===== src/rtl/cra_serial_sub_pkg.sv =====
// ---------------------------------------------------------------------------
// cra_serial_sub_pkg
// Shared definitions for the chunk-serial carry-ripple subtractor:
//   - default operand width and chunk width
//   - controller state encoding (IDLE=0, RUN=1, DONE=2)
//   - helper that returns the number of chunks processed per operation
// ---------------------------------------------------------------------------
package cra_serial_sub_pkg;

    localparam int CRA_N_DEFAULT = 16;
    localparam int CRA_W_DEFAULT = 4;

    typedef enum logic [1:0] {
        IDLE = 2'd0,
        RUN  = 2'd1,
        DONE = 2'd2
    } cra_state_e;

    // Guarded so an illegal w of zero still elaborates far enough for the
    // parameter check in the top module to report it.
    function automatic int cra_chunks(input int n, input int w);
        return (w >= 1) ? (n / w) : 1;
    endfunction

endpackage


===== src/rtl/cra_serial_sub_if.sv =====
// ---------------------------------------------------------------------------
// cra_serial_sub_if
// Request/result bundle of the serial subtractor.
//   start : request to subtract (master -> slave)
//   a, b  : minuend / subtrahend, n bits (master -> slave)
//   busy  : operation in progress (slave -> master)
//   done  : one-cycle result strobe (slave -> master)
//   s     : a - b modulo 2^n (slave -> master)
//   cout  : carry out, 1 means no borrow (slave -> master)
// ---------------------------------------------------------------------------
interface cra_serial_sub_if
    import cra_serial_sub_pkg::*;
#(
    parameter int n = CRA_N_DEFAULT
);

    logic         start;
    logic [n-1:0] a;
    logic [n-1:0] b;
    logic         busy;
    logic         done;
    logic [n-1:0] s;
    logic         cout;

    modport master (
        output start, a, b,
        input  busy, done, s, cout
    );

    modport slave (
        input  start, a, b,
        output busy, done, s, cout
    );

endinterface


===== src/rtl/cra_serial_sub_slice.sv =====
// ---------------------------------------------------------------------------
// cra_slice
// w-bit carry-ripple adder built from full_adder cells.
//   x, y : w-bit addends
//   cin  : carry into bit 0
//   sum  : w-bit sum
//   cout : carry out of bit w-1
// ---------------------------------------------------------------------------
module cra_slice
    import cra_serial_sub_pkg::*;
#(
    parameter int w = CRA_W_DEFAULT
) (
    input  logic [w-1:0] x,
    input  logic [w-1:0] y,
    input  logic         cin,
    output logic [w-1:0] sum,
    output logic         cout
);

    logic [w:0] carry;

    assign carry[0] = cin;

    for (genvar i = 0; i < w; i++) begin : g_bit
        full_adder u_fa (
            .a    (x[i]),
            .b    (y[i]),
            .cin  (carry[i]),
            .s    (sum[i]),
            .cout (carry[i+1])
        );
    end

    assign cout = carry[w];

endmodule


===== src/rtl/full_adder.sv =====
// ---------------------------------------------------------------------------
// full_adder
// One-bit full adder cell.
//   a, b, cin : addend bits and carry in
//   s, cout   : sum bit and carry out
// ---------------------------------------------------------------------------
module full_adder (
    input  logic a,
    input  logic b,
    input  logic cin,
    output logic s,
    output logic cout
);

    assign s    = a ^ b ^ cin;
    assign cout = (a & b) | (cin & (a ^ b));

endmodule


===== src/rtl/cra_serial_sub.sv =====
// ---------------------------------------------------------------------------
// cra_serial_sub
// Chunk-serial subtractor: s = a - b modulo 2^n, computed as a + ~b + 1
// with one w-bit carry-ripple slice, w bits per clock, LSB chunk first.
//   clk  : clock, rising edge
//   rst  : synchronous active-high reset
//   bus  : cra_serial_sub_if.slave (start, a, b in; busy, done, s, cout out)
// Timing: accept edge -> n/w RUN cycles -> one DONE cycle -> IDLE.
// The last RUN edge writes the completed result into s/cout, so s/cout
// keep the previous result for the whole of RUN.
// ---------------------------------------------------------------------------
module cra_serial_sub
    import cra_serial_sub_pkg::*;
#(
    parameter int n = CRA_N_DEFAULT,
    parameter int w = CRA_W_DEFAULT
) (
    input  logic             clk,
    input  logic             rst,
    cra_serial_sub_if.slave  bus
);

    localparam int CHUNKS = cra_chunks(n, w);
    localparam int CW     = $clog2(CHUNKS + 1);
    localparam int W_SAFE = (w >= 1) ? w : 1;

    typedef logic [n-1:0]  word_t;
    typedef logic [CW-1:0] cnt_t;

    if (w < 1 || n < 1 || (n % W_SAFE) != 0) begin : g_bad_params
        $error("cra_serial_sub: n must be a nonzero multiple of w and w must be >= 1");
    end

    cra_state_e state_q, state_d;
    word_t      a_q, a_d;
    word_t      b_q, b_d;
    word_t      res_q, res_d;
    logic       carry_q, carry_d;
    cnt_t       cnt_q, cnt_d;
    word_t      s_q, s_d;
    logic       cout_q, cout_d;
    logic       busy_q, busy_d;
    logic       done_q, done_d;

    logic [w-1:0] slice_sum;
    logic         slice_cout;

    // The slice always looks at the low chunk of the operand registers;
    // shifting them right each RUN cycle walks it through the word.
    cra_slice #(
        .w (w)
    ) u_slice (
        .x    (a_q[w-1:0]),
        .y    (b_q[w-1:0]),
        .cin  (carry_q),
        .sum  (slice_sum),
        .cout (slice_cout)
    );

    always_comb begin
        state_d = state_q;
        a_d     = a_q;
        b_d     = b_q;
        res_d   = res_q;
        carry_d = carry_q;
        cnt_d   = cnt_q;
        s_d     = s_q;
        cout_d  = cout_q;

        case (state_q)
            IDLE: begin
                if (bus.start) begin
                    // Subtraction as a + ~b with the +1 seeded as carry-in.
                    a_d     = bus.a;
                    b_d     = ~bus.b;
                    carry_d = 1'b1;
                    cnt_d   = '0;
                    state_d = RUN;
                end
            end
            RUN: begin
                a_d     = a_q >> w;
                b_d     = b_q >> w;
                res_d   = (res_q >> w) | (word_t'(slice_sum) << (n - w));
                carry_d = slice_cout;
                cnt_d   = cnt_q + cnt_t'(1);
                // Final chunk: publish the finished word, including this
                // cycle's slice output, on the same edge.
                if (cnt_q == cnt_t'(CHUNKS - 1)) begin
                    s_d     = res_d;
                    cout_d  = slice_cout;
                    state_d = DONE;
                end
            end
            DONE: begin
                state_d = IDLE;
            end
            default: begin
                state_d = IDLE;
            end
        endcase

        busy_d = (state_d == RUN);
        done_d = (state_d == DONE);
    end

    always_ff @(posedge clk) begin
        if (rst) begin
            state_q <= IDLE;
            a_q     <= '0;
            b_q     <= '0;
            res_q   <= '0;
            carry_q <= 1'b1;
            cnt_q   <= '0;
            s_q     <= '0;
            cout_q  <= 1'b0;
            busy_q  <= 1'b0;
            done_q  <= 1'b0;
        end else begin
            state_q <= state_d;
            a_q     <= a_d;
            b_q     <= b_d;
            res_q   <= res_d;
            carry_q <= carry_d;
            cnt_q   <= cnt_d;
            s_q     <= s_d;
            cout_q  <= cout_d;
            busy_q  <= busy_d;
            done_q  <= done_d;
        end
    end

    assign bus.busy = busy_q;
    assign bus.done = done_q;
    assign bus.s    = s_q;
    assign bus.cout = cout_q;

endmodule


===== src/flat_wrapper.sv =====
// flat-port wrapper written by rule: the top's interface ports become plain ports
module cra_serial_sub_flat import cra_serial_sub_pkg::*;
#(
    parameter int n = CRA_N_DEFAULT,
    parameter int w = CRA_W_DEFAULT
)
  (clk, rst, bus_start, bus_a, bus_b, bus_busy, bus_done, bus_s, bus_cout);
  cra_serial_sub_if #(.n(n)) bus_i ();
  input  logic clk;
  input  logic rst;
  input wire logic [$bits(bus_i.start)-1:0] bus_start;
  input wire logic [$bits(bus_i.a)-1:0] bus_a;
  input wire logic [$bits(bus_i.b)-1:0] bus_b;
  output wire logic [$bits(bus_i.busy)-1:0] bus_busy;
  output wire logic [$bits(bus_i.done)-1:0] bus_done;
  output wire logic [$bits(bus_i.s)-1:0] bus_s;
  output wire logic [$bits(bus_i.cout)-1:0] bus_cout;
  assign bus_i.start = bus_start;
  assign bus_i.a = bus_a;
  assign bus_i.b = bus_b;
  assign bus_busy = bus_i.busy;
  assign bus_done = bus_i.done;
  assign bus_s = bus_i.s;
  assign bus_cout = bus_i.cout;
  cra_serial_sub #(.n(n), .w(w)) u_core (.clk(clk), .rst(rst), .bus(bus_i));
endmodule

===== config.mk =====
export PLATFORM = sky130hd
export DESIGN_NAME = cra_serial_sub_flat
export DESIGN_NICKNAME = d
export VERILOG_FILES = /design/src/rtl/cra_serial_sub_pkg.sv /design/src/rtl/cra_serial_sub_if.sv /design/src/rtl/cra_serial_sub_slice.sv /design/src/rtl/full_adder.sv /design/src/rtl/cra_serial_sub.sv /design/src/flat_wrapper.sv
export SDC_FILE = /design/constraint.sdc
export NUM_CORES = 1
export LEC_CHECK = 0
export ABC_AREA = 1
export BUFFER_PORTS_ARGS = -buffer_cell sky130_fd_sc_hd__buf_4
export CAP_MARGIN = 0
export CORE_ASPECT_RATIO = 0.5
export CORE_MARGIN = 10
export CORE_UTILIZATION = 25
export DETAILED_ROUTE_END_ITERATION = 12
export PLACE_DENSITY = 0.52
export SETUP_SLACK_MARGIN = 0.05
export SLEW_MARGIN = 10
export SYNTH_ARGS = -nofsm -noshare
export SYNTH_HDL_FRONTEND = slang
export SYNTH_SLANG_ARGS = --single-unit

===== constraint.sdc =====
create_clock -name clk -period 3.93 [get_ports clk]
set_clock_uncertainty 0.15 [all_clocks]
set_input_delay 0.1965 -clock clk [delete_from_list [all_inputs] [get_ports clk]]
set_output_delay 0.1965 -clock clk [all_outputs]
set_load 0.01 [all_outputs]

# Yosys cells after proc, flatten, opt, wreduce, memory -nomap -nowiden
# Cells that the tools add are included.
[classes]
add_sub_neg = 1
n_eq_ne = 5
mux = 11
n_bitwise = 22
reduce_logical = 4
[ops]
columns = ["op", "count"]
rows = [
  ["16-bit one-hot mux with 2 select lines", 2],
  ["16-bit 2-to-1 mux", 2],
  ["16-bit inverter", 1],
  ["12-bit by 16-bit OR with 16-bit output", 1],
  ["1-bit bitwise AND", 8],
  ["1-bit bitwise XOR", 8],
  ["3-bit one-hot mux with 2 select lines", 1],
  ["2-bit by 1-bit == test with 1-bit output, second input constant", 2],
  ["2-bit 2-to-1 mux", 2],
  ["1-bit OR", 4],
  ["2-bit one-hot mux with 2 select lines", 1],
  ["2-bit AND reduction", 2],
  ["3-bit by 1-bit adder with 3-bit output, second input constant", 1],
  ["3-bit by 2-bit == test with 1-bit output, second input constant", 1],
  ["3-bit 2-to-1 mux", 1],
  ["2-bit == test, second input constant", 1],
  ["2-bit logical NOT", 1],
  ["2-bit != test, second input constant", 1],
  ["1-bit one-hot mux with 2 select lines", 1],
  ["2-bit nonzero test", 1],
  ["1-bit 2-to-1 mux", 1],
]
[word_totals]
regBits = 73
in_bits = 35
out_inout_bits = 19
word_cells = 53

# Logic depth before layout (Yosys ltp)
[depth]
depth_word = 10
mapped_depth = 10
mapped_depth_nobuf = 10

# Cells and area by module
# Synthesis repeated with hierarchy kept, for this count alone.
[unflattened]
hier_cells = 450
hier_area_um2 = 3193.1
[by_module_without_submodules]
columns = ["mod", "instances", "cells_per_inst", "area_each_um2", "seq_area_each_um2"]
rows = [
  ["cra_serial_sub", 1, 446, 3113.0, 1381.3],
  ["full_adder", 4, 1, 20.0, 0.0],
]

# Worst setup path before layout
# No wires, ideal clock.
[synth_timing]
path_type = "reg-to-reg"
start = "reg u_core.b_q[0]"
end = "reg u_core.s_q[15] (netlist: u_core.bus.s[15])"
setup_time_ps = 69
t_arrival_ps = 1900
t_required_ps = 3711
path_slack_ps = 1811
path_stages_with_launch = 9
n_path_buf = 0
period_less_slack_ps = 2119
path_cell_list = "dfxtp_1 -> fa_1 -> inv_1 -> fa_1 -> inv_1 -> fa_1 -> inv_1 -> fa_1 -> o21ai_1"
[synth_via]
elab_chain_cells = 9
elab_cells_between_ends = 10
cone_classes = "bitwise: 10"
[synth_lines]
columns = ["element", "line_no", "text"]
rows = [
  ["start, declared", "cra_serial_sub.sv:36", "word_t b_q, b_d;"],
  ["start signal, assigned", "cra_serial_sub.sv:111", "b_q <= '0;"],
  ["start signal, assigned", "cra_serial_sub.sv:122", "b_q <= b_d;"],
  ["1-bit bitwise XOR", "full_adder.sv:16", "assign cout = (a & b) | (cin & (a ^ b));"],
  ["1-bit bitwise AND", "full_adder.sv:16", ""],
  ["1-bit OR *", "full_adder.sv:16", ""],
  ["1-bit bitwise AND *", "full_adder.sv:16", ""],
  ["1-bit OR *", "full_adder.sv:16", ""],
  ["1-bit bitwise AND *", "full_adder.sv:16", ""],
  ["1-bit OR *", "full_adder.sv:16", ""],
  ["1-bit bitwise XOR *", "full_adder.sv:15", "assign s = a ^ b ^ cin;"],
  ["12-bit by 16-bit OR with 16-bit output *", "cra_serial_sub.sv:84", "res_d = (res_q >> w) | (word_t'(slice_sum) << (n - w));"],
  ["end signal, assigned", "cra_serial_sub.sv:115", "s_q <= '0;"],
  ["end signal, assigned", "cra_serial_sub.sv:126", "s_q <= s_d;"],
  ["end, declared", "cra_serial_sub.sv:40", "word_t s_q, s_d;"],
]
# Mark *: on every way between the ends. The rest lies on a longest branch, timed or not.
# A chain may end at the register's enable or synchronous reset.

# Worst setup path in the final report
[layout_timing]
start = "reg u_core.state_q[1]"
end = "reg u_core.b_q[15]"
[layout_via]
elab_chain_cells = 3
elab_cells_between_ends = 6
cone_classes = "eq/ne: 2; mux: 1; reduce/logical: 3"
[layout_lines]
columns = ["element", "line_no", "text"]
rows = [
  ["start, declared", "cra_serial_sub.sv:34", "cra_state_e state_q, state_d;"],
  ["start signal, assigned", "cra_serial_sub.sv:120", "state_q <= state_d;"],
  ["2-bit by 1-bit == test with 1-bit output / 2-bit logical NOT (equally long branches)", "cra_serial_sub.sv:70", "case (state_q)"],
  ["2-bit nonzero test (no line) / 2-bit != test (equally long branches)", "--", ""],
  ["2-bit AND reduction (no line)", "--", ""],
]
# Several ways; a longest one is shown, not always the timed one.

==> results.md <==
* Status: complete, no violations
* Hold buffers post-CTS at 30
* Max-cap viol count at 0
* Overall Power at 2.15 mW
* Net Sw Frac at 22.3%
* Slew HR at 24.2%
* Post-Place Cells at 659
* Hold WC Path Type: in2reg
* Share of cells above drive strength 1 at 14.8%
* Core Area at 12600 um2
* CTS tree: done
* Initial Utilization at 25.4%
* Dpl ws at 1.71 ns
* Crit path DAT at 2.78 ns
* Post-CTS setup buffer count at 0
* Clock share of power at 52.3%
* Die Area at 18100 um2
* Clock sinks at 69
* Resized Gates After CTS at 0
* Post-Route WL at 8.37 mm
* Critical R2R Launch: u_core.state_q[1]$_SDFF_PP0_
* Gpl congestion at 0.768
* Row count at 29
* Worst reg2reg path depth at 5
* Area growth from synthesis to final layout at 36.7%
* Final #Nets at 571
* Clock buffer count from CTS at 9
* Commonest cells after routing, fill and taps aside: nand2_1 (85), inv_1 (78), dfxtp_1 (69)
* First-pass GRT wire length at 14.1 mm
* Worst path cell trace: inv_2, nand2_2, nand3_1, a21oi_1, dlygate4sd3_1
* Buf+Inv Stages, Crit Path at 2
* # DRC at 0
* Max-slew violations at 0
* Syn Nets at 503
* Critical Path Max Stage Delay at 0.76 ns
* IO Pins at 54
* Delay-heaviest family, CP: simple AND/OR/NAND/NOR gates
* Worst EP required at 4.00 ns
* Slew @ Worst Pin at 1.13 ns
* Peak Freq at 369 MHz
* Vias per cell at 4.11
* Commonest non-fill, non-tap cell in the layout: nand2_1
* H-tree lvl count at 3
* Hold Vio Cnt, Final at 0
* Critical path endpoint category: flop
* Port Buffers at 53
* Syn_area_per_cell at 6.95 um2
* Post-DP Area at 3680 um2
* Crit path to: u_core.b_q[15]$_SDFFE_PP0P_
* 1st-pass router iterations at 4
* Final worst slack at 1.22 ns
* Pwr Density at 489 nW/um2
* Synth Register Bits at 69
* Initial antenna violation count at 0
* Post-Route Utilization at 34.8%
* Final period util at 69.0%
* DRT iter0 DRCs at 184
* Cell variety after synth at 21
* Crit start category: flop
* Yosys warnings at 0
* LEAKAGE at 2.13 nW
* Worst-path clk slew at 0.06 ns
* Worst-case clock buffer depth at 2
* CP Class: reg2reg
* Final std cells w/o fill at 705
* Worst setup path start: u_core.state_q[1]$_SDFF_PP0_
* Reg2Reg Capture Point: u_core.b_q[15]$_SDFFE_PP0P_
* Reg2Reg Setup Slack at 1.22 ns
* Slowest cell on the critical path: nand2_2
* Internal cell power at 1.67 mW
* Synthesized instance count at 462
* WHS at 0.00767 ns
* Largest fanout on the critical path at 59
* GRT Overall Usage at 9.27%
* Worst-Skew Late Latency at 0.33 ns
* Total grt overflow at 0
* Synthesized area at 3210 um2
* Vias at 2900
* Worst vdd ir at 0.000219 V
* Clock root buffer: clkbuf_16
* Detailed Place HPWL at 5.25 mm
* Die H at 100 um
* Final setup vio count at 0
* Antenna Cells at 0
* Final min period at 2.71 ns
* RSZ-0062 raised after global routing: no
* Comb pwr share at 12.2%
* Seq pwr share at 35.5%
* Vias in the first global route at 2923
* Cell area after layout at 4390 um2
* Setup_tns at 0 ns
* Die width at 180 um
* Routed Antenna Nets at 0
* Crit path depth at 5
* Largest net degree at the start of global routing at 60
* Psw at 479 uW
* WL per Instance at 11.9 um
* Post-synthesis sequential area ratio at 43.0%
## power groups by stage
stage / Clock, mW / Sequential [mW] / Combinational [mW]
final: 1.12 / 0.762 / 0.261
after global placement: 0 / 0.777 / 0.238
after global routing: 1.18 / 0.767 / 0.302
after detailed placement: 0 / 0.778 / 0.239
after floorplan: 0 / 0.774 / 0.176
after CTS: 1.15 / 0.763 / 0.264
## cell usage after synthesis (all sizes together)
cell / number / area, um2
a21oi: 25 / 125
buf: 26 / 159
clkbuf: 4 / 15.0
dfxtp: 69 / 1380
fa: 4 / 80.1
ha: 2 / 25.0
inv: 80 / 303
nand2: 88 / 343
nand3: 67 / 335
nand3b: 8 / 60.1
nor2: 54 / 210
nor3: 12 / 60.1
o21ai: 23 / 115
## state kept, by name (all words and copies together) (netlist names)
signal and count:
u_core.bus.done 1, u_core.a_q 16, u_core.state_q 2, u_core.res_q 12
u_core.b_q 16, u_core.bus.busy 1, u_core.cnt_q 3, u_core.carry_q 1
u_core.bus.cout 1, u_core.bus.s 16
## cell type report
cell class / instances / area (um2)
Sequential cell: 69 / 1380
Inverter: 80 / 303
Clock buffer: 9 / 225
Multi-Input combinational cell: 283 / 1350
Fill cell: 1356 / 8240
Timing Repair Buffer: 87 / 728
Clock inverter: 7 / 185
Tap cell: 170 / 213
## routing by layer
layer | GRT usage (%) | wire [um] | up-vias
li1 | - | - | 1566
met1 | 11.4 | 4220 | 1301
met2 | 15.3 | 3870 | 31
met3 | 2.62 | 233 | 2
met4 | 3.20 | 36 | 0
met5 | 0 | 0 | -
## worst reg2reg max path, stage by stage (launching register included)
cell and delay [ns]:
dfxtp_1 0.34, inv_2 0.37, nand2_2 0.76, nand3_1 0.34, a21oi_1 0.09, dlygate4sd3_1 0.55
## worst min path at each step
stage	start	end	slack [ns]	cells after the start
CTS	bus_b[10]	u_core.b_q[10]$_SDFFE_PP0P_	0.0007	4
detailed placement	bus_a[3]	u_core.a_q[3]$_SDFFE_PP0P_	0.29	3
global placement	bus_a[7]	u_core.a_q[7]$_SDFFE_PP0P_	0.28	3
finish	bus_b[6]	u_core.b_q[6]$_SDFFE_PP0P_	0.008	4
floorplan	rst	u_core.a_q[13]$_SDFFE_PP0P_	0.12	1
global route	bus_b[0]	u_core.b_q[0]$_SDFFE_PP0P_	0.01	4
## logic make-up after synthesis
family | share of synthesized area, %
and+or+nand+nor | 31.4
buffers and inverters | 14.8
adders and majority gates | 3.27
AOI/OAI and AO/OA | 7.48
DFF | 43.0
No activity file was read; power rests on OpenSTA's default activity.
